**src/rtl/ninjin_ddr_seq.sv**
```systemverilog
// Burst sequencer in front of the ninjin AXI image master: splits one DMA command
// into bursts of at most BURST_MAX beats that never cross a BOUNDARY-byte line.
module ninjin_ddr_seq #(
  parameter int BURST_MAX = 256,
  parameter int BOUNDARY  = 4096,
  parameter int TWIDTH    = 24,
  parameter int WORDSIZE  = 30,
  parameter int LSB       = 2,
  parameter int LWIDTH    = $clog2(BURST_MAX) + 1
) (
  input  logic                    clk,
  input  logic                    xrst,
  input  logic                    cmd_start,
  input  logic                    cmd_mode,
  input  logic [WORDSIZE+LSB-1:0] cmd_base,
  input  logic [TWIDTH-1:0]       cmd_total,
  input  logic                    rdone,
  input  logic                    bdone,
  input  logic [3:0]              err,
  output logic                    ddr_req,
  output logic                    ddr_mode,
  output logic [WORDSIZE+LSB-1:0] ddr_base,
  output logic [LWIDTH-1:0]       ddr_len,
  output logic                    busy,
  output logic                    done,
  output logic                    fault,
  output logic [2:0]              dbg_state
);
  localparam int   AW       = WORDSIZE + LSB;
  localparam int   BW       = $clog2(BOUNDARY);
  localparam int   EW       = BW + 1;
  localparam int   CW0      = (TWIDTH > EW) ? TWIDTH : EW;
  localparam int   CW       = (CW0 > LWIDTH) ? CW0 : LWIDTH;
  localparam logic DDR_READ = 1'b0;

  // Handshake: ddr_req is a one-cycle level per burst; the burst is finished by
  // the completion strobe matching its direction (rdone for read, bdone for write).
  typedef enum logic [2:0] {S_IDLE, S_CALC, S_REQ, S_WAIT, S_GAP, S_DONE} state_t;

  state_t            state_q, state_d;
  logic [AW-1:0]     addr_q, addr_d;
  logic [TWIDTH-1:0] remain_q, remain_d;
  logic              mode_q, mode_d;
  logic [AW-1:0]     base_q, base_d;
  logic [LWIDTH-1:0] len_q, len_d;
  logic              dmode_q, dmode_d;
  logic              busy_q, busy_d;
  logic              fault_q, fault_d;

  logic [EW-1:0]     line_off;
  logic [EW-1:0]     edge_beats;
  logic [CW-1:0]     len_calc;
  logic              cpl;
  logic              unused_err;

  assign unused_err = ^err[3:1];
  assign line_off   = EW'(addr_q[BW-1:0]);
  assign edge_beats = (EW'(BOUNDARY) - line_off) >> LSB;
  assign cpl        = (mode_q == DDR_READ) ? rdone : bdone;

  always_comb begin
    len_calc = CW'(remain_q);
    if (len_calc > CW'(BURST_MAX))  len_calc = CW'(BURST_MAX);
    if (len_calc > CW'(edge_beats)) len_calc = CW'(edge_beats);
  end

  always_comb begin
    state_d  = state_q;
    addr_d   = addr_q;
    remain_d = remain_q;
    mode_d   = mode_q;
    base_d   = base_q;
    len_d    = len_q;
    dmode_d  = dmode_q;
    busy_d   = busy_q;
    fault_d  = fault_q;
    case (state_q)
      S_IDLE: begin
        if (cmd_start) begin
          addr_d   = cmd_base;
          remain_d = cmd_total;
          mode_d   = cmd_mode;
          busy_d   = 1'b1;
          fault_d  = 1'b0;
          state_d  = (cmd_total == '0) ? S_DONE : S_CALC;
        end
      end
      S_CALC: begin
        base_d  = addr_q;
        len_d   = LWIDTH'(len_calc);
        dmode_d = mode_q;
        state_d = S_REQ;
      end
      S_REQ: state_d = S_WAIT;
      S_WAIT: begin
        // An error in the same cycle as completion takes the abort path.
        if (err[0]) begin
          fault_d = 1'b1;
          state_d = S_DONE;
        end else if (cpl) begin
          addr_d   = addr_q + (AW'(len_q) << LSB);
          remain_d = remain_q - TWIDTH'(len_q);
          state_d  = S_GAP;
        end
      end
      S_GAP: begin
        if (err[0]) begin
          fault_d = 1'b1;
          state_d = S_DONE;
        end else begin
          state_d = (remain_q != '0) ? S_CALC : S_DONE;
        end
      end
      S_DONE: begin
        busy_d  = 1'b0;
        state_d = S_IDLE;
      end
      default: state_d = S_IDLE;
    endcase
  end

  always_ff @(posedge clk or negedge xrst) begin
    if (!xrst) begin
      state_q  <= S_IDLE;
      addr_q   <= '0;
      remain_q <= '0;
      mode_q   <= 1'b0;
      base_q   <= '0;
      len_q    <= '0;
      dmode_q  <= 1'b0;
      busy_q   <= 1'b0;
      fault_q  <= 1'b0;
    end else begin
      state_q  <= state_d;
      addr_q   <= addr_d;
      remain_q <= remain_d;
      mode_q   <= mode_d;
      base_q   <= base_d;
      len_q    <= len_d;
      dmode_q  <= dmode_d;
      busy_q   <= busy_d;
      fault_q  <= fault_d;
    end
  end

  assign ddr_req   = (state_q == S_REQ);
  assign done      = (state_q == S_DONE);
  assign ddr_mode  = dmode_q;
  assign ddr_base  = base_q;
  assign ddr_len   = len_q;
  assign busy      = busy_q;
  assign fault     = fault_q;
  assign dbg_state = state_q;
endmodule

```
**config.mk**
```make
export PLATFORM = sky130hd
export DESIGN_NAME = ninjin_ddr_seq
export DESIGN_NICKNAME = d
export VERILOG_FILES = /design/src/rtl/ninjin_ddr_seq.sv
export SDC_FILE = /design/constraint.sdc
export NUM_CORES = 1
export LEC_CHECK = 0
export ABC_AREA = 1
export BUFFER_PORTS_ARGS = -buffer_cell sky130_fd_sc_hd__buf_2
export CAP_MARGIN = 10
export CORE_MARGIN = 2
export CORE_UTILIZATION = 40
export CTS_BUF_LIST = sky130_fd_sc_hd__clkbuf_8
export DETAILED_ROUTE_END_ITERATION = 10
export HOLD_SLACK_MARGIN = 0.15
export PLACE_DENSITY = 0.63
export SKIP_CTS_REPAIR_TIMING = 1
export SKIP_LAST_GASP = 1
export SYNTH_ARGS = -nofsm -noshare
export SYNTH_HDL_FRONTEND = slang
export SYNTH_SLANG_ARGS = --single-unit
```
**constraint.sdc**
```tcl
create_clock -name clk -period 2.71 [get_ports clk]
set_clock_uncertainty 0.2 [all_clocks]
set_input_delay 0.4065 -clock clk [delete_from_list [all_inputs] [get_ports clk]]
set_output_delay 0.4065 -clock clk [all_outputs]
set_load 0.1 [all_outputs]
```
==> metrics.txt <==
Hold WC Path Type in2reg; status finished, final reports clean; mapped cell area ~0.0075 mm2; Final setup violation count 0; Final nets between 1000 and 1500; critical path endpoint ddr_len[2]$_DFFE_PN0P_; GP Congestion roughly 0.96; Die ar. about 0.020 mm2; clock latency on the worst-skew pair between 0.4 and 0.5 ns; Initial Util 40.5%; Longest Clk Path Bufs 2; via count 8137; Clock Pin Slew Worst Setup and Hold Paths about 0.11 ns; ANT nets after route 0; initial antenna violation count 0; first-pass GRT wire length ~38 mm; WL final 24.0 mm; CP startpoint kind flip-flop; R2R cell count 18; Max-slew headroom approximately 27%; DPL Wire Length about 18 mm; I/O pin total around 120; cell with the most instances after synthesis nand2_1; cell count after synthesis 1190; I/O Buffers 111; synthesis-stage register bit count approximately 100; Mean Syn Cell Area approximately 6.3 um2; reg-to-reg setup timing slack around 0.023 ns; Final Non-Filler Cells 1612; sequential-to-total area share from yosys stat 34.6%; Synth Area in Adders about 5.3%; crit share post-route roughly 99%; vias in the first global route about 7400; worst setup margin between 0.02 and 0.025 ns; Yosys top cell area share roughly a third; dpl cell area roughly 0.0088 mm2; core area approximately 0.019 mm2; Max Cap Viol 0; all-layer global routing usage 23.8%; layout cells sized above 1 roughly a fifth; CTS tree yes; DRC violations left 0; Worst-Margin Slew approximately 1.1 ns; max-slew violations 0; Area Overhead vs Synth 26.8%; Critical R2R Launch remain_q[3]$_DFFE_PN0P_; drt initial violations between 600 and 700; post-layout instance area between 0.009 and 0.01 mm2; Horiz. Die Dim 141 um; CP Class reg2reg; Crit Reg-Reg Endpoint ddr_len[2]$_DFFE_PN0P_; # clock sinks ~100; largest net degree at the start of global routing 96; Fin. Hold Viols 0; mux contribution to synthesized area 0%; top post-synthesis cells by count nand2_1, inv_1, nor2_1; crit-path max FO 8; RSZ-0062 raised after global routing yes; H-tree depth 3; Place WS -0.0827 ns; Synth area leaders dfrtp_1, nand2_1, inv_1; crit path time final approximately 2.7 ns; Placed Cells between 1500 and 2000; diode count 0; crit path from remain_q[3]$_DFFE_PN0P_; Routed wire per std cell 14.9 um; root buf cell clkbuf_8; Die Y roughly 140 um; async set or reset register ratio after synthesis 100%; Arrival @ worst endpoint between 2 and 3 ns; Simple-Gate Fraction of Synth Area 39.3%; CTS Buf Count 9; count of different cell masters after synthesis 36; Primary FF master, synth dfrtp_1; final hold slack around 0.13 ns; critical path endpoint category flip-flop; Overflow after GRT 0; first drt pass iteration count 5; Synth Area in Compound Gates between 9 and 10%; Max Fclk approximately 370 MHz; Crit path required time between 2 and 3 ns; Vias/cell approximately 5.0; Synth Warn # 0; leading area contributor after synthesis dfrtp_1; Post-Synth XOR/XNOR Area ~1.2%; row count 50; Post-synth EDFFs 0; largest family of logic cells by synthesized area simple AND/OR/NAND/NOR gates
==> worst min-delay path by stage <==
stage / from / endpoint / slack, ns / depth (start not counted)
floorplan: xrst / addr_q[0]$_DFFE_PN0P_ / -0.09 / 0
global placement: xrst / ddr_base[1]$_DFFE_PN0P_ / 0.11 / 1
detailed placement: xrst / ddr_base[1]$_DFFE_PN0P_ / 0.11 / 1
CTS: xrst / ddr_base[1]$_DFFE_PN0P_ / -0.34 / 1
global route: cmd_base[8] / addr_q[8]$_DFFE_PN0P_ / 0.15 / 3
finish: cmd_base[8] / addr_q[8]$_DFFE_PN0P_ / 0.13 / 3
==> registers in the layout, summed over array words and instances, names as in the netlist <==
signal / cells
mode_q: 1
fault: 1
addr_q: 32
ddr_len: 9
remain_q: 24
busy: 1
ddr_base: 32
dbg_state: 3
ddr_mode: 1
==> routing by layer <==
metal,global-route usage [%],share of wire [%],vias up
met4,7.37,2.2,0
met5,0,0,-
met3,3.80,4.1,37
li1,-,-,4137
met1,34.2,48,3770
met2,36.8,45,193
==> cell usage in the layout, fill, tap and decap left out, types with 19 or more instances in the layout <==
master,Yosys,layout
nand3_1,118,107
o21ai_0,75,74
buf_4,1,71
dfrtp_1,104,102
nand4_1,19,19
buf_2,10,110
inv_1,167,155
ha_1,29,25
a21oi_1,24,21
nor2_1,138,124
nand2_1,408,382
==> stage by stage <==
stage          util, %  setup TNS [ns]
2_1_floorplan        -           -1.08
3_3_place_gp      47.4          -0.139
3_5_place_dp      47.4          -0.625
4_1_cts           48.5          -0.868
5_1_grt           51.4           -1.36
6_report          51.4               0
==> area by class of cell <==
class	count	area, um2
flip-flops and latches	104	2610
clock inverters	6	76.3
multi-input cells	885	4470
clock buffers	10	138
well taps	234	293
fillers	1902	9030
inverters	171	647
repair buffers	202	1330
==> kinds of logic after synthesis <==
| logic type | Yosys count |
|---|---|
| AO/OA/AOI/OAI | 127 |
| adder cells (fa/ha/maj) | 31 |
| flip-flops | 104 |
| AND/OR/NAND/NOR | 715 |
| other | 1 |
| buffers and inverters | 202 |
| XOR/XNOR | 10 |
==> critical path, cell delays in order (launching register included) <==
cell,delay (ns)
dfrtp_1,0.41
inv_2,0.06
nand4_1,0.16
nor2_2,0.19
nand3_2,0.15
nand2_8,0.17
nand2_4,0.08
inv_1,0.07
ha_1,0.25
a21o_1,0.18
nor2_2,0.07
nand2_1,0.05
nand2_1,0.06
nand2_2,0.08
nand2_2,0.09
buf_6,0.15
nand2_4,0.06
nand3_2,0.06
nand2_1,0.05
Power is not shown: default switching activity piles up to over one toggle a cycle in this logic, so the estimate is an artifact.
